File: src/rtl/run_seq_ctrl.sv
// Purpose : upstream command sequencer for fsm_counter; runs one counted sequence per reset.
// Latency : cmd handshake at cycle 0 -> start in cycle 1 -> stop in cycle 3+tgt -> done_valid from cycle 5+tgt.
// Backpres: cmd_ready only in IDLE; the result is held in REPORT until done_ready, after which the block halts.
//
// Ports:
//    clk, rst                 clock (rising edge), asynchronous active-low reset
//    cmd_valid/cmd_ready      run command handshake, cmd_target sampled at the handshake
//    start, stop              control to fsm_counter (start registered, stop combinational)
//    counter                  fsm_counter.counter
//    done_valid/done_ready    result handshake, done_count carries the final counter value
//    busy, err, err_code      status: busy outside IDLE/HALT, sticky error with code
module run_seq_ctrl #(
   parameter int MIN_TGT = 5,
   parameter int MAX_TGT = 6,
   parameter int TIMEOUT = 12,
   parameter int TO_W    = 4
) (
   input  logic       clk,
   input  logic       rst,
   input  logic       cmd_valid,
   output logic       cmd_ready,
   input  logic [2:0] cmd_target,
   output logic       start,
   output logic       stop,
   input  logic [2:0] counter,
   output logic       done_valid,
   input  logic       done_ready,
   output logic [2:0] done_count,
   output logic       busy,
   output logic       err,
   output logic [1:0] err_code
);

   localparam logic [2:0]      TGT_LO  = 3'(MIN_TGT);
   localparam logic [2:0]      TGT_HI  = 3'(MAX_TGT);
   // timer counts completed RUN cycles; the one that would make it reach
   // TIMEOUT without a stop is the timeout cycle.
   localparam logic [TO_W-1:0] TO_LAST = TO_W'(TIMEOUT - 1);
   localparam logic [TO_W-1:0] TO_ONE  = TO_W'(1);

   localparam logic [1:0] ERR_TGT = 2'd1;
   localparam logic [1:0] ERR_SEQ = 2'd2;
   localparam logic [1:0] ERR_TO  = 2'd3;

   typedef enum logic [2:0] {
      S_IDLE,
      S_ARM,
      S_INIT,
      S_RUN,
      S_CHECK,
      S_REPORT,
      S_HALT
   } state_t;

   state_t          state, state_nxt;
   logic [2:0]      tgt, tgt_nxt;
   logic [2:0]      exp_cnt, exp_nxt;
   logic [TO_W-1:0] timer, timer_nxt;
   logic [2:0]      dcount, dcount_nxt;
   logic            err_q, err_nxt;
   logic [1:0]      code_q, code_nxt;

   always_ff @(posedge clk or negedge rst) begin
      if (!rst) begin
         state   <= S_IDLE;
         tgt     <= '0;
         exp_cnt <= '0;
         timer   <= '0;
         dcount  <= '0;
         err_q   <= 1'b0;
         code_q  <= '0;
      end else begin
         state   <= state_nxt;
         tgt     <= tgt_nxt;
         exp_cnt <= exp_nxt;
         timer   <= timer_nxt;
         dcount  <= dcount_nxt;
         err_q   <= err_nxt;
         code_q  <= code_nxt;
      end
   end

   always_comb begin
      state_nxt  = state;
      tgt_nxt    = tgt;
      exp_nxt    = exp_cnt;
      timer_nxt  = timer;
      dcount_nxt = dcount;
      err_nxt    = err_q;
      code_nxt   = code_q;

      case (state)
         S_IDLE: begin
            if (cmd_valid) begin
               if (cmd_target >= TGT_LO && cmd_target <= TGT_HI) begin
                  tgt_nxt   = cmd_target;
                  state_nxt = S_ARM;
               end else begin
                  err_nxt   = 1'b1;
                  code_nxt  = ERR_TGT;
                  state_nxt = S_HALT;
               end
            end
         end
         S_ARM: state_nxt = S_INIT;
         S_INIT: begin
            exp_nxt   = '0;
            timer_nxt = '0;
            state_nxt = S_RUN;
         end
         S_RUN: begin
            // Mismatch is tested first so it wins over a coincident timeout.
            if (counter != exp_cnt) begin
               err_nxt   = 1'b1;
               code_nxt  = ERR_SEQ;
               state_nxt = S_HALT;
            end else begin
               exp_nxt   = exp_cnt + 3'd1;
               timer_nxt = timer + TO_ONE;
               if (counter == tgt) begin
                  state_nxt = S_CHECK;
               end else if (timer == TO_LAST) begin
                  err_nxt   = 1'b1;
                  code_nxt  = ERR_TO;
                  state_nxt = S_HALT;
               end
            end
         end
         S_CHECK: begin
            // Downstream takes one more step after seeing stop.
            if (counter == tgt + 3'd1) begin
               dcount_nxt = counter;
               state_nxt  = S_REPORT;
            end else begin
               err_nxt   = 1'b1;
               code_nxt  = ERR_SEQ;
               state_nxt = S_HALT;
            end
         end
         S_REPORT: begin
            if (done_ready) state_nxt = S_HALT;
         end
         S_HALT: state_nxt = S_HALT;  // fsm_counter never leaves DONE, only rst recovers
         default: state_nxt = S_IDLE;
      endcase
   end

   // All outputs decode the state register, so reset removes them asynchronously.
   assign cmd_ready  = (state == S_IDLE);
   assign start      = (state == S_ARM);
   assign stop       = (state == S_RUN) && (counter == tgt);
   assign done_valid = (state == S_REPORT);
   assign done_count = dcount;
   assign busy       = (state != S_IDLE) && (state != S_HALT);
   assign err        = err_q;
   assign err_code   = code_q;

endmodule

File: config.mk
export PLATFORM = sky130hd
export DESIGN_NAME = run_seq_ctrl
export DESIGN_NICKNAME = d
export VERILOG_FILES = /design/src/rtl/run_seq_ctrl.sv
export SDC_FILE = /design/constraint.sdc
export NUM_CORES = 1
export LEC_CHECK = 0
export ABC_AREA = 0
export CORE_MARGIN = 2
export CORE_UTILIZATION = 30
export DETAILED_ROUTE_END_ITERATION = 6
export GPL_ROUTABILITY_DRIVEN = 0
export HOLD_SLACK_MARGIN = 0.02
export PLACE_DENSITY = 0.59
export SLEW_MARGIN = 40
export SYNTH_ARGS = -nofsm -noshare
export SYNTH_HDL_FRONTEND = slang
export SYNTH_SLANG_ARGS = --single-unit
export TNS_END_PERCENT = 30
File: constraint.sdc
create_clock -name clk -period 3.1 [get_ports clk]
set_clock_uncertainty 0.2 [all_clocks]
set_input_delay 0.31 -clock clk [delete_from_list [all_inputs] [get_ports clk]]
set_output_delay 0.31 -clock clk [all_outputs]
set_load 0.05 [all_outputs]
==> impl_metrics.json <==
{
  "cp_cell_sequence": "clkdlybuf4s50_1 -> xnor2_1 -> and3_1 -> nor2b_1 -> clkdlybuf4s50_1",
  "fin_cells": 174,
  "worstSetupPathType": "input port to output port",
  "dieArea_um2": 4100,
  "path_delay_family": "buffers and inverters",
  "peakVddDrop_mv": 0.360,
  "fillers": 335,
  "start_kind": "input port",
  "synth_area_um2": 1080,
  "dp_slack_ns": 0.303,
  "final_max_slew_viol_count": 0,
  "nNetsFinal": 142,
  "drt-initial-drc-count": 28,
  "yosysTopAreaCellShare_pct": 44.0,
  "slew_headroom_pct": 66.1,
  "cp_max_fo": 4,
  "core_area_um2": 3390,
  "syn-instance-count": 107,
  "die_x_um": 64.0,
  "htree_levels": 1,
  "path_clk_slew_ns": 0.10,
  "floorplan.die.height_um": 64.0,
  "yosys_warnings": 0,
  "cts_buffer_depth": 2,
  "maxCapViolCount": 0,
  "powerDensity_nw_per_um2": 827,
  "cpPeakStageDelay_ns": 0.81,
  "drc": 0,
  "first_pass_iters": 3,
  "track_usage_pct": 12.1,
  "initial_core_util_pct": 31.9,
  "hpwlAfterDp_mm": 1.69,
  "cts_buffers": 3,
  "grt_pass1_wl_mm": 3.84,
  "clockRootBuffer": "clkbuf_4",
  "grt_setup_unrepaired": "false",
  "timing.hold.ws_ns": 0.277,
  "gr-total-overflow": 0,
  "setup_viol": 0,
  "crit_path_frequent_cell": "clkdlybuf4s50_1",
  "rows": 21,
  "grt_pass1_vias": 818,
  "ios": 21,
  "vias_per_cell": 4.95,
  "clock-sinks": 19,
  "min_period_over_period_pct": 89.8,
  "layout_common_cells": "19 x dfrtp_1, 19 x clkdlybuf4s50_1, 8 x o21ai_0, 7 x nand2_1, 6 x nand3_1",
  "critPathBufInv": 2,
  "synthDistinctLibCells": 36,
  "cts_tree": "yes",
  "crit_arrival_ns": 2.27,
  "cp.required_ns": 2.59,
  "drt-total-wl_mm": 2.19,
  "placed_cell_area_um2": 1320,
  "fmax_ghz": 0.359,
  "vias": 862,
  "io_buffers": 20,
  "synth_area_per_cell_um2": 10.1,
  "finalSetupTns_ns": 0,
  "syn_nets": 120,
  "antenna_found_initial": 0,
  "fin_ws_ns": 0.318,
  "crit_path_end_kind": "output port",
  "antenna_cells": 0,
  "grt_max_degree": 20,
  "wl_per_cell_um": 12.6,
  "post-place-cells": 169,
  "ys_top_cells_by_area": "dfrtp_1 44%, mux2_2 4.2%, xnor2_1 4.1%, o21ai_0 3.7%, ha_1 3.5%",
  "clock_latency_ns": 0.29,
  "ys_seq_elements": 19,
  "cp_slowest_cell": "clkdlybuf4s50_1",
  "antenna_left": 0,
  "leakagePower_nw": 0.554,
  "fin_crit_ns": 2.78,
  "final_cell_area_um2": 1360,
  "synth_seq_area_share_pct": 44.0,
  "hp-class": "input port to async pin",
  "synth_top_area_cell": "dfrtp_1",
  "syn2layout_area_growth_pct": 25.6,
  "worst-slew-pin-transition_ns": 0.507,
  "run_status": "finished, final reports clean",
  "final_hold_viol_count": 0,
  "drive_gt1_share_pct": 9.38
}
[worst register-to-register path: cells and delay by family (launching register included)]
kind	cells	cell delay [ns]
compound gates	1	0.14
buf+inv	1	0.22
flops	1	0.52
simple gates	3	1.31
[cells in the mapped netlist]
| library cell | count |
|---|---|
| nor2b_1 | 1 |
| buf_2 | 1 |
| a41o_1 | 1 |
| nand3b_2 | 1 |
| nand2b_1 | 3 |
| a311oi_1 | 1 |
| a21oi_1 | 4 |
| mux2_2 | 4 |
| nand4_1 | 1 |
| or4_1 | 1 |
| ha_1 | 3 |
| xnor2_1 | 5 |
| o2111ai_2 | 1 |
| nor2_1 | 4 |
| o21bai_1 | 1 |
| o31ai_1 | 3 |
| a21bo_2 | 1 |
| clkbuf_1 | 4 |
| o31a_1 | 1 |
| dfrtp_1 | 19 |
| mux2_1 | 2 |
| nand3_1 | 6 |
| o21a_1 | 1 |
| nand2_1 | 7 |
| xnor3_1 | 1 |
| nor3b_1 | 2 |
| inv_1 | 4 |
| a22o_1 | 1 |
| and3_1 | 1 |
| or3_1 | 4 |
| nand4b_1 | 1 |
| and2_1 | 1 |
| xor2_1 | 4 |
| nor3_1 | 3 |
| o21ai_0 | 8 |
| a31oi_1 | 1 |
[final timing paths]
kind                            start  endpoint  slack (ns)  cells after the start
max in group asynchronous         rst    tgt[2]        2.13                      2
max                        counter[2]      stop        0.32                      5
min reg2reg                       err       err        0.28                      1
max reg2reg                  state[2]  timer[3]        0.65                      5
min in group clk                  err       err        0.28                      1
min                               rst  state[0]        0.28                      2
[layer usage]
metal | track usage [%] | share of wire [%] | up-vias
met1 | 15.8 | 47 | 409
li1 | - | - | 429
met4 | 4.08 | 1.3 | 0
met2 | 18.8 | 47 | 22
met5 | 0 | 0 | -
met3 | 3.87 | 4.3 | 2
[power by group]
group	total, mW	switching [mW]	internal, mW	leakage (nW)
Clock	0.123	0.0730	0.0500	0.0150
Combinational	0.580	0.328	0.253	0.298
Sequential	0.418	0.0991	0.319	0.241
[state kept, by name, summed over array words and instances, names as in the netlist]
register	count
tgt	3
state	3
timer	4
err	1
err_code	2
done_count	3
exp_cnt	3
[logic make-up after synthesis]
family,count (synthesis),synth area share (%)
flip-flops,19,44.0
XOR/XNOR,10,9.39
multiplexers,6,6.26
adder cells (fa/ha/maj),3,3.48
buffers and inverters,9,3.24
AO/OA/AOI/OAI,24,15.3
AND/OR/NAND/NOR,36,18.3
[area by class of cell]
type	instances	area, µm²	area share (%)
Tap cell	46	57.6	4.24
Multi-Input combinational cell	79	569	42.0
Clock buffer	4	26.3	1.94
Sequential cell	19	475	35.1
Timing Repair Buffer	22	213	15.7
Inverter	4	15.0	1.11
[what timing repair did]
| item | 4_1_cts | 5_1_grt |
|---|---|---|
| endpoints found under the hold margin | 19 | 0 |
| setup buffers | 0 | 0 |
| gates resized for setup | 0 | 0 |
| hold buffers | 1 | 0 |
[through the flow]
stage               util [%]  power [mW]
finish                  40.0        1.12
global route            40.0        1.20
CTS                     40.0        1.13
detailed placement      38.9        1.01
global placement        39.1       0.995
floorplan                  -       0.838
Power figures use the tool's default switching activity.
